`config.mk`:
```
export PLATFORM = sky130hd
export DESIGN_NAME = energy_gate
export DESIGN_NICKNAME = d
export VERILOG_FILES = /design/src/rtl/energy_gate_pkg.sv /design/src/rtl/energy_window_sum.sv /design/src/rtl/energy_gate.sv
export SDC_FILE = /design/constraint.sdc
export NUM_CORES = 1
export LEC_CHECK = 0
export ABC_AREA = 1
export CAP_MARGIN = 0
export CORE_MARGIN = 8
export CORE_UTILIZATION = 60
export CTS_CLUSTER_SIZE = 14
export DETAILED_ROUTE_END_ITERATION = 12
export GPL_TIMING_DRIVEN = 0
export PLACE_DENSITY = 0.78
export SETUP_SLACK_MARGIN = 0.15
export SYNTH_ARGS = -nofsm -noshare
export SYNTH_HDL_FRONTEND = slang
export SYNTH_SLANG_ARGS = --single-unit
export TNS_END_PERCENT = 5
```
`constraint.sdc`:
```
create_clock -name clk -period 4.1 [get_ports clk]
set_clock_uncertainty 0.2 [all_clocks]
set_input_delay 1.025 -clock clk [delete_from_list [all_inputs] [get_ports clk]]
set_output_delay 1.025 -clock clk [all_outputs]
set_load 0.02 [all_outputs]
```
`src/rtl/energy_gate_pkg.sv`:
```
// Shared types and constants for the energy_gate segment detector.
// The optional seg_len output is enabled by defining ENERGY_GATE_SEG_LEN_EN.
package energy_gate_pkg;

    localparam int DEF_DATA_WIDTH = 32;
    localparam int DEF_WIN_LOG2   = 5;
    localparam int DEF_ON_HOLD    = 4;
    localparam int DEF_OFF_HOLD   = 8;

    typedef enum logic [1:0] {
        IDLE   = 2'd0,
        ARMING = 2'd1,
        ACTIVE = 2'd2
    } gate_state_t;

    // Wide enough to hold any count up to the larger of the two hold limits.
    function automatic int hold_width(input int on_hold, input int off_hold);
        int m;
        m = (on_hold > off_hold) ? on_hold : off_hold;
        return $clog2(m + 1);
    endfunction

endpackage

```
`src/rtl/energy_window_sum.sv`:
```
// Sliding-window sum over the last 2^WIN_LOG2 squared samples.
// A circular buffer supplies the sample leaving the window once it is full.
module energy_window_sum
    import energy_gate_pkg::*;
#(
    parameter int DATA_WIDTH = DEF_DATA_WIDTH,
    parameter int WIN_LOG2   = DEF_WIN_LOG2,
    parameter int SUM_WIDTH  = DATA_WIDTH + WIN_LOG2
) (
    input  logic                  clk,
    input  logic                  rst,
    input  logic                  in_valid,
    input  logic [DATA_WIDTH-1:0] in_data,
    output logic                  energy_valid,
    output logic [SUM_WIDTH-1:0]  energy,
    output logic                  win_full
);

    localparam int N = 1 << WIN_LOG2;
    localparam logic [WIN_LOG2:0] FILL_MAX  = (WIN_LOG2 + 1)'(N);
    localparam logic [WIN_LOG2:0] FILL_LAST = (WIN_LOG2 + 1)'(N - 1);

    logic [DATA_WIDTH-1:0] mem [N];
    logic [WIN_LOG2-1:0]   wr_ptr;
    logic [WIN_LOG2:0]     fill_cnt;
    logic [DATA_WIDTH-1:0] old;
    logic [SUM_WIDTH-1:0]  sum_next;
    logic                  at_max;
    logic                  fills_now;

    always_comb begin
        at_max    = (fill_cnt == FILL_MAX);
        fills_now = at_max || (fill_cnt == FILL_LAST);
        // Until the window is full nothing has left it yet.
        old       = at_max ? mem[wr_ptr] : '0;
        sum_next  = energy + SUM_WIDTH'(in_data) - SUM_WIDTH'(old);
    end

    // Sample storage is deliberately not reset; fill_cnt masks stale entries.
    always_ff @(posedge clk) begin
        if (in_valid) begin
            mem[wr_ptr] <= in_data;
        end
    end

    always_ff @(posedge clk or posedge rst) begin
        if (rst) begin
            wr_ptr       <= '0;
            fill_cnt     <= '0;
            energy       <= '0;
            energy_valid <= 1'b0;
            win_full     <= 1'b0;
        end else begin
            energy_valid <= 1'b0;
            if (in_valid) begin
                energy       <= sum_next;
                wr_ptr       <= wr_ptr + 1'b1;
                win_full     <= fills_now;
                energy_valid <= fills_now;
                if (!at_max) begin
                    fill_cnt <= fill_cnt + 1'b1;
                end
            end
        end
    end

endmodule

```
`src/rtl/energy_gate.sv`:
```
// Windowed-energy segment detector with on/off hysteresis and hold counts.
// Define ENERGY_GATE_SEG_LEN_EN to add the seg_len output.
module energy_gate
    import energy_gate_pkg::*;
#(
    parameter int DATA_WIDTH = DEF_DATA_WIDTH,
    parameter int WIN_LOG2   = DEF_WIN_LOG2,
    parameter int SUM_WIDTH  = DATA_WIDTH + WIN_LOG2,
    parameter int ON_HOLD    = DEF_ON_HOLD,
    parameter int OFF_HOLD   = DEF_OFF_HOLD
) (
    input  logic                  clk,
    input  logic                  rst,
    // in_valid qualifies in_data for exactly one cycle; there is no ready,
    // every valid sample is consumed, one per cycle at most.
    input  logic                  in_valid,
    input  logic [DATA_WIDTH-1:0] in_data,
    input  logic [SUM_WIDTH-1:0]  thr_on,
    input  logic [SUM_WIDTH-1:0]  thr_off,
    output logic                  energy_valid,
    output logic [SUM_WIDTH-1:0]  energy,
    output logic                  win_full,
    output logic                  seg_active,
    output logic                  seg_start,
    output logic                  seg_end
`ifdef ENERGY_GATE_SEG_LEN_EN
    ,
    output logic [15:0]           seg_len
`endif
);

    localparam int HOLD_W = hold_width(ON_HOLD, OFF_HOLD);
    localparam logic [HOLD_W-1:0] ON_LIM  = HOLD_W'(ON_HOLD);
    localparam logic [HOLD_W-1:0] OFF_LIM = HOLD_W'(OFF_HOLD);

    gate_state_t       state, state_next;
    logic [HOLD_W-1:0] hold_cnt, hold_cnt_next;
    logic              start_next, end_next;

    energy_window_sum #(
        .DATA_WIDTH (DATA_WIDTH),
        .WIN_LOG2   (WIN_LOG2),
        .SUM_WIDTH  (SUM_WIDTH)
    ) u_window (
        .clk          (clk),
        .rst          (rst),
        .in_valid     (in_valid),
        .in_data      (in_data),
        .energy_valid (energy_valid),
        .energy       (energy),
        .win_full     (win_full)
    );

    // hold_cnt counts on-hits while ARMING and off-hits while ACTIVE.
    always_comb begin
        state_next    = state;
        hold_cnt_next = hold_cnt;
        start_next    = 1'b0;
        end_next      = 1'b0;
        if (energy_valid) begin
            case (state)
                IDLE: begin
                    if (energy >= thr_on) begin
                        if (ON_LIM == HOLD_W'(1)) begin
                            state_next    = ACTIVE;
                            start_next    = 1'b1;
                            hold_cnt_next = '0;
                        end else begin
                            state_next    = ARMING;
                            hold_cnt_next = HOLD_W'(1);
                        end
                    end
                end
                ARMING: begin
                    if (energy >= thr_on) begin
                        if (hold_cnt + 1'b1 >= ON_LIM) begin
                            state_next    = ACTIVE;
                            start_next    = 1'b1;
                            hold_cnt_next = '0;
                        end else begin
                            hold_cnt_next = hold_cnt + 1'b1;
                        end
                    end else begin
                        state_next    = IDLE;
                        hold_cnt_next = '0;
                    end
                end
                ACTIVE: begin
                    if (energy < thr_off) begin
                        if (hold_cnt + 1'b1 >= OFF_LIM) begin
                            state_next    = IDLE;
                            end_next      = 1'b1;
                            hold_cnt_next = '0;
                        end else begin
                            hold_cnt_next = hold_cnt + 1'b1;
                        end
                    end else begin
                        hold_cnt_next = '0;
                    end
                end
                default: begin
                    state_next    = IDLE;
                    hold_cnt_next = '0;
                end
            endcase
        end
    end

    always_ff @(posedge clk or posedge rst) begin
        if (rst) begin
            state      <= IDLE;
            hold_cnt   <= '0;
            seg_active <= 1'b0;
            seg_start  <= 1'b0;
            seg_end    <= 1'b0;
        end else begin
            state      <= state_next;
            hold_cnt   <= hold_cnt_next;
            seg_active <= (state_next == ACTIVE);
            seg_start  <= start_next;
            seg_end    <= end_next;
        end
    end

`ifdef ENERGY_GATE_SEG_LEN_EN
    // Counts energy updates from the opening one; frozen once the segment closes.
    always_ff @(posedge clk or posedge rst) begin
        if (rst) begin
            seg_len <= '0;
        end else if (start_next) begin
            seg_len <= 16'd1;
        end else if (energy_valid && (state == ACTIVE) && (seg_len != 16'hFFFF)) begin
            seg_len <= seg_len + 16'd1;
        end
    end
`endif

endmodule
```
==> impl_metrics.json <==
{
  "outcome": "complete, but fails checks",
  "violations": "max-capacitance violations, max-slew violations, negative setup slack",
  "crit_required_ns": 4.46,
  "cts_hold_buffers": 0,
  "seq_area_frac_synth": 0.678,
  "nNetsFinal": 4651,
  "cp_cell_sequence": "buf_12, inv_16, buf_12, clkbuf_8, o21ai_0, o22ai_1, a22o_1, nor2_4, a21oi_4, fa_2, inv_2, ha_4, nand2_4, inv_1, nand4_1, nor2_2, nor2_4, inv_2, nand4_1, nand2_1, nand2_1, nand3_1, nand2_1",
  "fin_total_pwr_w": 0.0451,
  "drtPass1Iterations": 8,
  "cts-root-buf": "clkbuf_16",
  "dieArea_um2": 88400,
  "fin_crit_ns": 4.62,
  "io-pin-count": 151,
  "ys_ff_latch": 1083,
  "clock_latency_ns": 0.69,
  "grt_pass1_wl_um": 223000,
  "r2r_cells": 23,
  "routedWlPerCell_um": 28.6,
  "grt_overflow": 0,
  "slowest_stage": "fa_2",
  "grt_setup_unrepaired": "true",
  "crit-reg2reg-launch": "u_window.wr_ptr[0]",
  "synth_warnings": 0,
  "cap_violations": 5,
  "final-setup-viol-count": 32,
  "slew_headroom": -0.0764,
  "place_congestion": 0.985,
  "regArea_um2": 32200,
  "worstSetupPathType": "register to register",
  "power_density_nw_per_um2": 775,
  "synth_area_leader_cell": "edfxtp_1",
  "worst_slew_pin_slew_ns": 1.61,
  "hpwl_um": 99700,
  "finalWorstSetupSlack_ns": -0.518,
  "initial_core_util": 0.603,
  "cts.path.max_buffers": 3,
  "max_stage_delay_ns": 0.64,
  "multi_input_area_um2": 15800,
  "drtIter0Drc": 5758,
  "grt_usage": 0.335,
  "crit_fanout": 10,
  "rows": 103,
  "fin_crit_sh": 1.13,
  "end_kind": "register",
  "start_kind": "register",
  "drc_errors": 0,
  "antenna_found_initial": 0,
  "ys_top_cells_by_area": "edfxtp_1 65%, o21ai_0 5.9%, nor2_1 5.8%, o22ai_1 3.4%, dfrtp_1 3.1%",
  "htreeDepth": 3,
  "area_growth_pct": 22.6,
  "clkTransAtPathRegs_ns": 0.07,
  "r2r_end": "u_window.energy[26]",
  "synthCells": 4046,
  "synth.net_count": 4304,
  "r2r_slack_ns": -0.52,
  "ant_nets": 0,
  "arrival_ns": 4.98,
  "worstSetupEndpoint": "u_window.energy[26]",
  "synth_edf_count": 1024,
  "yosysTopAreaCellShare": 0.647,
  "irDropWorstVdd_mv": 0.415,
  "viasPerCell": 6.64,
  "slew_viol_final": 169,
  "cts.sinks": 1083,
  "yosysUniqueCellTypes": 44,
  "synth_ff_type": "edfxtp_1",
  "grt_pass1_vias": 35200,
  "final_common_cell": "edfxtp_1",
  "most-common-layout-cells": "1024 x edfxtp_1, 560 x nor2_1, 449 x o21ai_0",
  "synthesis.area_um2": 47500,
  "p_leak_nw": 20.9,
  "cts_made_buffers": 104,
  "startpoint": "u_window.wr_ptr[0]",
  "hold_viol": 0,
  "core_area_um2": 78700,
  "timing.critical_path.mode_cell": "nand2_1",
  "dr_total_vias": 36700,
  "clock.fmax_ghz": 0.217,
  "pre_cts_ws_ns": -1.68,
  "hold_path_class": "register to register",
  "port_buffers": 150,
  "drive_gt1_frac": 0.205,
  "routed_wl_um": 158000,
  "die_h_um": 297,
  "grt_max_degree": 44,
  "cts_tree": "done",
  "synth_area_per_cell_um2": 11.7,
  "async_flop_share": 0.0545,
  "n_fill_cell": 4710,
  "die_x_um": 297
}
-- stage by stage --
stage	setup TNS [ns]	hold WS [ns]	utilization	cells	instance area, um^2
final	-12.00	0.273	0.740	5530	58300
after global routing	-12.92	0.297	0.740	5528	58300
after CTS	-4.77	0.279	0.718	5496	56500
after detailed placement	-77.81	0.264	0.651	5283	51300
after global placement	-1854.74	0.260	0.639	5246	50300
after floorplan	-1.68	0.242	-	4046	47500
-- worst min path at each step --
stage | startpoint | end | slack [ns] | depth (start not counted)
4_1_cts | u_window.fill_cnt[5] | u_window.fill_cnt[5] | 0.28 | 1
5_1_grt | u_window.fill_cnt[5] | u_window.fill_cnt[5] | 0.30 | 1
3_3_place_gp | u_window.fill_cnt[5] | u_window.fill_cnt[5] | 0.26 | 1
2_1_floorplan | u_window.fill_cnt[5] | u_window.fill_cnt[5] | 0.24 | 1
6_report | u_window.fill_cnt[5] | u_window.fill_cnt[5] | 0.27 | 1
3_5_place_dp | u_window.fill_cnt[5] | u_window.fill_cnt[5] | 0.26 | 1
-- cell families (layout without fill, tap and decap cells) --
family	count (synthesis)	after routing	share of synthesized area
compound gates	1049	1049	0.127
xor+xnor	21	21	0.00387
fa+ha+maj	149	149	0.0443
buf+inv	528	960	0.0456
flops	1083	1083	0.678
other cells	0	2	0
simple gates	1216	1216	0.101
-- where the power goes --
group / switching (W) / total [W] / internal (W) / leakage, nW
registers: 0.000673 / 0.0137 / 0.0130 / 9.94
clock network: 0.00419 / 0.00919 / 0.00500 / 1.59
logic: 0.0144 / 0.0223 / 0.00786 / 9.33
total: 0.0193 / 0.0451 / 0.0259 / 20.9
-- metal layers --
metal	track usage	share of wire
met1	0.429	0.34
met2	0.515	0.44
met3	0.0859	0.14
met4	0.201	0.078
met5	0	0
-- layout make-up --
type,count,area share
timing repair buffer,243,0.0472
sequential,1083,0.553
inverter,323,0.0212
antenna,2,0.0000859
clock inverter,59,0.00758
multi-input combinational,2435,0.272
clock buffer,132,0.0477
tap,1050,0.0225
buffer,203,0.0286
-- Yosys cell counts, types with 2 or more instances --
cell and number:
edfxtp_1 1024, nor2_1 728, o21ai_0 560, nand2_1 358, inv_1 318, o22ai_1 259, ha_1 117, clkbuf_1 110
a22o_1 93, a21oi_1 86, buf_2 72, nand3_1 67, dfrtp_1 59, fa_1 32, nand4_1 27, nor3_1 15
a31oi_1 14, buf_4 14, xor2_1 14, a21o_1 8, nand3b_1 8, o21a_1 7, o21bai_1 7, xnor2_1 7
o21ai_1 6, buf_6 5, a21boi_0 4, inv_2 4, buf_1 3, and2_1 2, nand2_2 2, nor2_2 2
nor3_2 2, or2_2 2
-- registers in the layout (all words and copies together), names as in the netlist, 2 cells and up --
signal,cells
hold_cnt,4
u_window.energy,37
state,2
u_window.wr_ptr,5
u_window.mem,1024
u_window.fill_cnt,6
-- worst max-delay path: cells and delay by family (launching register included) --
kind / cells / cell delay [ns]
buffers and inverters: 7 / 0.91
adders and majority gates: 2 / 0.96
DFF: 1 / 0.49
AOI/OAI and AO/OA: 4 / 0.76
and+or+nand+nor: 10 / 1.15
-- repair_timing --
item	CTS	global route
pin swaps	86	171
setup endpoints to repair	78	33
buffers inserted	22	27
gates cloned	2	5
gates resized for setup	580	449
Note: power is estimated with default switching activity, not from simulation.
